`src/rtl/idli_pkg.sv`:
```
// Shared types and constants for the serial control sequencer.
package idli_pkg;

    typedef enum logic [0:0] {
        IDLE = 1'b0,
        RUN  = 1'b1
    } state_e;

    localparam int DEFAULT_BEATS = 4;

    // Beat counter width; a 2-beat word still needs one bit.
    function automatic int ctr_width(input int beats);
        return (beats <= 2) ? 1 : $clog2(beats);
    endfunction

endpackage

```
`src/rtl/idli_wrap_ctr_m.sv`:
```
// Wrapping up-counter with clear (priority) and enable; async active-high reset.
module idli_wrap_ctr_m #(
    parameter int W    = 2,
    parameter int WRAP = 3
) (
    input  logic         clk,
    input  logic         rst,
    input  logic         en,
    input  logic         clr,
    output logic [W-1:0] cnt
);

    always_ff @(posedge clk or posedge rst) begin
        if (rst) begin
            cnt <= '0;
        end else if (clr) begin
            cnt <= '0;
        end else if (en) begin
            cnt <= (cnt == W'(WRAP)) ? '0 : cnt + W'(1);
        end
    end

endmodule

```
`src/rtl/idli_ctrl_seq_m.sv`:
```
// Serial instruction sequencer: free-running beat counter plus word counter
// stepping through a 1..2**WORDS_W word instruction, with stall and flush.
module idli_ctrl_seq_m
    import idli_pkg::*;
#(
    parameter int BEATS   = DEFAULT_BEATS,
    parameter int WORDS_W = 2
) (
    input  logic                          i_ctrlseq_gck,
    input  logic                          i_ctrlseq_rst,
    input  logic                          i_ctrlseq_stall,
    input  logic                          i_ctrlseq_flush,
    input  logic                          i_ctrlseq_start,
    input  logic [WORDS_W-1:0]            i_ctrlseq_words,
    output logic [ctr_width(BEATS)-1:0]   o_ctrlseq_ctr,
    output logic                          o_ctrlseq_first_beat,
    output logic                          o_ctrlseq_last_beat,
    output logic [WORDS_W-1:0]            o_ctrlseq_word,
    output logic                          o_ctrlseq_last_word,
    output logic                          o_ctrlseq_busy,
    output logic                          o_ctrlseq_done
);

    localparam int CTR_W = ctr_width(BEATS);

    state_e               state_reg, state_next;
    logic [WORDS_W-1:0]   count_reg, count_next;
    logic [CTR_W-1:0]     ctr;
    logic [WORDS_W-1:0]   word;
    logic                 busy, last_beat, last_word, done;
    logic                 accept, restart, beat_en, word_en, word_clr;

    assign busy      = (state_reg == RUN);
    assign last_beat = (ctr == CTR_W'(BEATS - 1));
    assign last_word = busy && (word == count_reg);
    assign done      = busy && last_beat && last_word && !i_ctrlseq_stall && !i_ctrlseq_flush;

    // New instructions only launch on the last beat so they start at beat 0.
    assign accept  = !busy && i_ctrlseq_start && last_beat && !i_ctrlseq_stall && !i_ctrlseq_flush;
    assign restart = done && i_ctrlseq_start;

    // Flush overrides stall, so the beat counter keeps serial alignment.
    assign beat_en  = !i_ctrlseq_stall || i_ctrlseq_flush;
    assign word_en  = busy && last_beat && !last_word && !i_ctrlseq_stall && !i_ctrlseq_flush;
    assign word_clr = i_ctrlseq_flush || accept || done;

    idli_wrap_ctr_m #(
        .W    (CTR_W),
        .WRAP (BEATS - 1)
    ) u_beat_ctr (
        .clk (i_ctrlseq_gck),
        .rst (i_ctrlseq_rst),
        .en  (beat_en),
        .clr (1'b0),
        .cnt (ctr)
    );

    idli_wrap_ctr_m #(
        .W    (WORDS_W),
        .WRAP ((1 << WORDS_W) - 1)
    ) u_word_ctr (
        .clk (i_ctrlseq_gck),
        .rst (i_ctrlseq_rst),
        .en  (word_en),
        .clr (word_clr),
        .cnt (word)
    );

    always_comb begin
        state_next = state_reg;
        count_next = count_reg;
        if (i_ctrlseq_flush) begin
            state_next = IDLE;
            count_next = '0;
        end else if (accept || restart) begin
            state_next = RUN;
            count_next = i_ctrlseq_words;
        end else if (done) begin
            state_next = IDLE;
            count_next = '0;
        end
    end

    always_ff @(posedge i_ctrlseq_gck or posedge i_ctrlseq_rst) begin
        if (i_ctrlseq_rst) begin
            state_reg <= IDLE;
            count_reg <= '0;
        end else begin
            state_reg <= state_next;
            count_reg <= count_next;
        end
    end

    assign o_ctrlseq_ctr        = ctr;
    assign o_ctrlseq_first_beat = (ctr == '0);
    assign o_ctrlseq_last_beat  = last_beat;
    assign o_ctrlseq_word       = word;
    assign o_ctrlseq_last_word  = last_word;
    assign o_ctrlseq_busy       = busy;
    assign o_ctrlseq_done       = done;

endmodule
```
`config.mk`:
```
export PLATFORM = sky130hd
export DESIGN_NAME = idli_ctrl_seq_m
export DESIGN_NICKNAME = d
export VERILOG_FILES = /design/src/rtl/idli_pkg.sv /design/src/rtl/idli_wrap_ctr_m.sv /design/src/rtl/idli_ctrl_seq_m.sv
export SDC_FILE = /design/constraint.sdc
export NUM_CORES = 1
export LEC_CHECK = 0
export CAP_MARGIN = 20
export CORE_AREA = 2 2 39 41
export DETAILED_ROUTE_END_ITERATION = 12
export DIE_AREA = 0 0 41 43
export SYNTH_ARGS = -nofsm -noshare
export SYNTH_HDL_FRONTEND = slang
export SYNTH_HIERARCHICAL = 1
export SYNTH_SLANG_ARGS = --single-unit
```
`constraint.sdc`:
```
create_clock -name i_ctrlseq_gck -period 1.5 [get_ports i_ctrlseq_gck]
set_clock_uncertainty 0.2 [all_clocks]
set_input_delay 0.375 -clock i_ctrlseq_gck [delete_from_list [all_inputs] [get_ports i_ctrlseq_gck]]
set_output_delay 0.375 -clock i_ctrlseq_gck [all_outputs]
set_load 0.005 [all_outputs]
```
### Yosys cells after proc, flatten, opt, wreduce, memory -nomap -nowiden

Cells that the tools add are included.

| operators by class | value |
|---|---|
| muxes and demuxes | 10 |
| eq/ne operators | 3 |
| $add $sub $neg | 2 |
| reduce and logical (&&, ||, !) cells | 24 |

Operators by type and width:

| operator | count |
|---|---|
| 2-to-1 mux 2 bit | 7 |
| logical AND 1 bit | 13 |
| adder 2 x 1 -> 2 bit (second input constant) | 2 |
| == test 2 bit (second input constant) | 2 |
| zero test 1 bit | 4 |
| logical OR 1 bit | 4 |
| 2-to-1 mux 1 bit | 3 |
| nonzero test 3 bit | 1 |
| == test 2 bit | 1 |
| zero test 2 bit | 1 |
| nonzero test 2 bit | 1 |

| storage, ports and cells | value |
|---|---|
| output and inout port bits | 9 |
| register bits after elaboration | 7 |
| input port bits | 7 |

### Logic depth before layout (Yosys ltp)

| depth | value |
|---|---|
| depth in word-level cells | 9 |
| mapped depth | 5 |
| depth with buffers taken out | 5 |

### Hierarchy

The synthesis kept the hierarchy.

Modules (own cells, without submodules):

| module | seq. area each (µm²) | times used | cells each | area an instance (µm²) |
|---|---|---|---|---|
| idli_ctrl_seq_m | 75.1 | 1 | 26 | 236.5 |
| idli_wrap_ctr_m | 50.0 | 2 | 9 | 103.8 |

### Worst setup path after synthesis

Ideal clock, no wire load.

| path | value |
|---|---|
| kind | flip-flop to flip-flop |
| start | register u_word_ctr.cnt[1] |
| end | register u_word_ctr.cnt[0] |
| path buffers | 0 |
| stages on the path, launching flop included | 6 |
| arrival | 1.348 ns |
| library setup time | 0.073 ns |
| path slack | -0.121 ns |
| cells stage by stage | dfrtp_1 > xor2_1 > o21ai_2 > nor2_1 > or3b_1 > a21oi_2 |

| on the way | value |
|---|---|
| cells in the longest elaborated chain, start to end | 7 |
| elaborated cells between the ends (all ways) | 15 |
| those cells by class | 2 x eq/ne; 3 x mux; 10 x reduce/logical |

Ends and longest elaborated chain:

| element | RTL line | RTL |
|---|---|---|
| start: declaration | idli_wrap_ctr_m.sv:10 | `output logic [W-1:0] cnt` |
| start signal: assignment | idli_wrap_ctr_m.sv:19 | `cnt <= (cnt == W'(WRAP)) ? '0 : cnt + W'(1);` |
| == test 2 bit | idli_ctrl_seq_m.sv:35 | `assign last_word = busy && (word == count_reg);` |
| logical AND 1 bit | idli_ctrl_seq_m.sv:35 |  |
| zero test 1 bit | idli_ctrl_seq_m.sv:44 | `assign word_en = busy && last_beat && !last_word && !i_ctrlseq_stall && !i_ctrlseq_flush;` |
| logical AND 1 bit (3 in a row) | idli_ctrl_seq_m.sv:44 |  |
| via word_en | idli_ctrl_seq_m.sv:31 | `logic accept, restart, beat_en, word_en, word_clr;` |
| nonzero test 2 bit (no line) | - |  |

The timed path passes the listed nets, and every way through them passes these cells. The select of a mux whose other input is x is not followed.
A chain may end at the register's enable or synchronous reset.

### Worst setup path after layout

| path | value |
|---|---|
| start | register count_reg[0] |
| end | output port o_ctrlseq_done |

| on the way | value |
|---|---|
| cells in the longest elaborated chain, start to end | 5 |

Ends and longest elaborated chain:

| element | RTL line | RTL |
|---|---|---|
| start: declaration | idli_ctrl_seq_m.sv:27 | `logic [WORDS_W-1:0] count_reg, count_next;` |
| start signal: assignment | idli_ctrl_seq_m.sv:90 | `count_reg <= count_next;` |
| == test 2 bit | idli_ctrl_seq_m.sv:35 |  |
| logical AND 1 bit | idli_ctrl_seq_m.sv:35 |  |
| logical AND 1 bit (3 in a row) | idli_ctrl_seq_m.sv:36 | `assign done = busy && last_beat && last_word && !i_ctrlseq_stall && !i_ctrlseq_flush;` |
| end: declaration | idli_ctrl_seq_m.sv:21 | `output logic o_ctrlseq_done` |

No other way between the ends.

==> metrics.md <==
| Metric | Value |
|---|---|
| Status | finished with violations |
| Failing checks | negative setup slack |
| Clock power share | 31.8% |
| I/O pin total | 16 |
| Critical Path AT | 1.37 ns |
| Clock latency on the worst-skew pair | 0.24 ns |
| Die ar. | 1763 um^2 |
| Final Critical Period | 1.948 ns |
| Routed WL | 1241 um |
| CTS Sinks | 7 |
| Root buf cell | clkbuf_4 |
| Max Slew Vio Count | 0 |
| H-tree depth | 1 |
| Core Rows | 14 |
| Gate count of the mapped netlist | 44 |
| Core Footprint | 1384 um^2 |
| Number of global-route vias before repair | 442 |
| Peak Freq | 0.5133 GHz |
| Synth area leader | dfrtp_1 |
| First-pass GRT wire length | 1807 um |
| Ranking of synthesized cells by area | dfrtp_1 39%, a21oi_2 5.9%, ha_1 5.6% |
| Critical Path Source Type | flop |
| Pin count of the biggest net entering global routing | 5 |
| DR WL/cell | 11.71 um |
| Inst Count DP | 92 |
| Ant. Diodes | 0 |
| Netlist cell types | 20 |
| Cell Pwr Density | 556.9 nW/um^2 |
| DIE WIDTH | 41 um |
| Sw Pwr | 0.1224 mW |
| RSZ-0062 raised after global routing | true |
| Internal | 0.3877 mW |
| Avg Vias per Cell | 4.425 |
| Starting Density | 32.10% |
| VDD IR max | 0.4432 mV |
| Final Core Density | 66.18% |
| Worst Path Required | 0.92 ns |
| DRT iter0 DRCs | 2 |
| Yosys warning total | 6 |
| Crit share post-route | 129.9% |
| GRT Util Overall | 16.04% |
| Min setup slack post-route | -0.4482 ns |
| Number of max-cap violations | 0 |
| Hold Fails Final Rpt | 0 |
| Critical path type | flop to primary output |
| Post-layout net count | 100 |
| Antenna-violating nets left | 0 |
| Number of port buffers | 15 |
| Net Sw Frac | 23.99% |
| CTS buffer count | 3 |
| Share of cells above drive strength 1 | 60.00% |
| Fillers | 126 |
| Clock buffer depth | 2 |
| CTS Hold Bufs | 0 |
| Mean Syn Cell Area | 10.09 um^2 |
| Synth Cell Area | 444.2 um^2 |
| Drc violations | 0 |
| Final setup viols | 11 |
| Layout Cells excl Fill | 106 |
| Top-area cell type share of the netlist area | 39.44% |
| Sequential power share | 39.6% |
| Vias | 469 |
| Syn-to-layout area delta | 106.2% |
| Antenna violations before repair | 0 |
| Critical path fanouts, max | 2 |
| Synth Register Bits | 7 |
| Crit end category | primary output |
| Worst min-delay path category | primary input to asynchronous set/reset pin |
| Lkg Pwr | 0.4819 nW |
| Drt pass-1 iters | 2 |
| Combinational power share | 28.7% |
| Die height | 43 um |
| Dpl hpwl | 796.4 um |
| Grt total ovfl | 0 |
| Clock slew at reported path FFs | 0.05 ns |
| CTS tree | yes |
| Placer Congestion | 0.6793 |
| Register area share after synthesis | 39.44% |
==> critical path: stages (launching register included) <==
cell and delay (ns):
dfrtp_1 0.39, xor2_1 0.18, nor2_1 0.16, and2_4 0.17, nor2b_4 0.12, buf_2 0.11
==> routing by layer <==
layer	GRT usage [%]	up-vias	share of wire, %
met3	1.571	2	3.1
met1	19.00	217	43
met2	25.94	10	53
met4	10.00	0	1.1
li1	-	240	-
met5	0	-	0
==> cells in the mapped netlist (all sizes together) <==
master	count
nand2b	4
nor2b	1
a21oi	4
a311oi	1
conb	1
o21a	1
nor2	5
dfrtp	7
and2	2
o21ai	1
xor2	2
or3b	2
nor3b	1
a22o	2
ha	2
and3b	1
inv	5
mux2i	2
==> repair_timing <==
| item | CTS | global route |
|---|---|---|
| buffers inserted | 14 | 5 |
| pin swaps | 7 | 9 |
| resized for setup | 50 | 12 |
| endpoints found under the setup margin | 16 | 14 |
==> placed cells by master, fill, tap and decap left out, drive strengths merged, types with 2 or more instances in the layout <==
master         synthesis  final
a21oi                  4      4
a22o                   2      2
and2                   2      2
buf                    0     33
clkbuf                 0      6
clkdlybuf4s50          0      4
conb                   1      2
dfrtp                  7      7
ha                     2      2
inv                    5      5
mux2i                  2      2
nand2b                 4      4
nor2                   5      5
or3b                   2      2
xor2                   2      2
==> through the flow <==
step,worst slack (ns),setup TNS (ns),total power [mW],cell area [um^2],hold slack [ns]
after floorplan,-0.08798,-0.1595,0.2416,457.9,-0.08382
after global routing,-0.5385,-2.480,0.5415,915.9,0.1602
after CTS,-0.4292,-2.312,0.5085,897.1,0.1558
after detailed placement,-0.7934,-4.849,0.3096,748.2,0.3985
after global placement,-0.7828,-4.706,0.3079,748.2,0.3955
final,-0.4482,-1.880,0.5100,915.9,0.1566
==> area by class of cell <==
cell class / instances / area, um^2 / area share [%]
multi-input combinational: 33 / 320.3 / 34.97
sequential: 7 / 175.2 / 19.13
clock buffer: 4 / 26.28 / 2.869
inverter: 5 / 18.77 / 2.049
timing repair buffer: 41 / 355.3 / 38.80
tap: 16 / 20.02 / 2.186
==> worst paths after layout <==
path,from,endpoint,slack (ns),cells after the start
hold / removal,i_ctrlseq_rst,u_word_ctr/cnt[1],0.16,2
max in group asynchronous,i_ctrlseq_rst,count_reg[1],0.79,2
setup / recovery,count_reg[0],o_ctrlseq_done,-0.45,5
setup reg to reg,u_beat_ctr/cnt[1],u_word_ctr/cnt[0],-0.34,7
hold reg to reg,u_word_ctr/cnt[1],u_word_ctr/cnt[1],0.48,3
min in group i_ctrlseq_gck,i_ctrlseq_flush,o_ctrlseq_busy,0.26,3
==> logic make-up (layout without fill, tap and decap cells) <==
family                   after synthesis  in the layout  share of synthesized area [%]
other                                  1              2                         0.8443
adder cells (fa/ha/maj)                2              2                          5.633
buffers and inverters                  5             50                          4.226
XOR/XNOR                               2              2                          3.944
multiplexers                           2              2                          4.507
flip-flops                             7              7                          39.44
AND/OR/NAND/NOR                       16             16                          24.79
AO/OA/AOI/OAI                          9              9                          16.62
==> power groups by stage <==
| stage | combinational (mW) | sequential [mW] | clock [mW] |
|---|---|---|---|
| finish | 0.146 | 0.202 | 0.162 |
| global route | 0.160 | 0.202 | 0.180 |
| CTS | 0.139 | 0.201 | 0.168 |
| detailed placement | 0.107 | 0.203 | 0 |
| global placement | 0.105 | 0.203 | 0 |
| floorplan | 0.0339 | 0.208 | 0 |
Power figures use the tool's default switching activity.
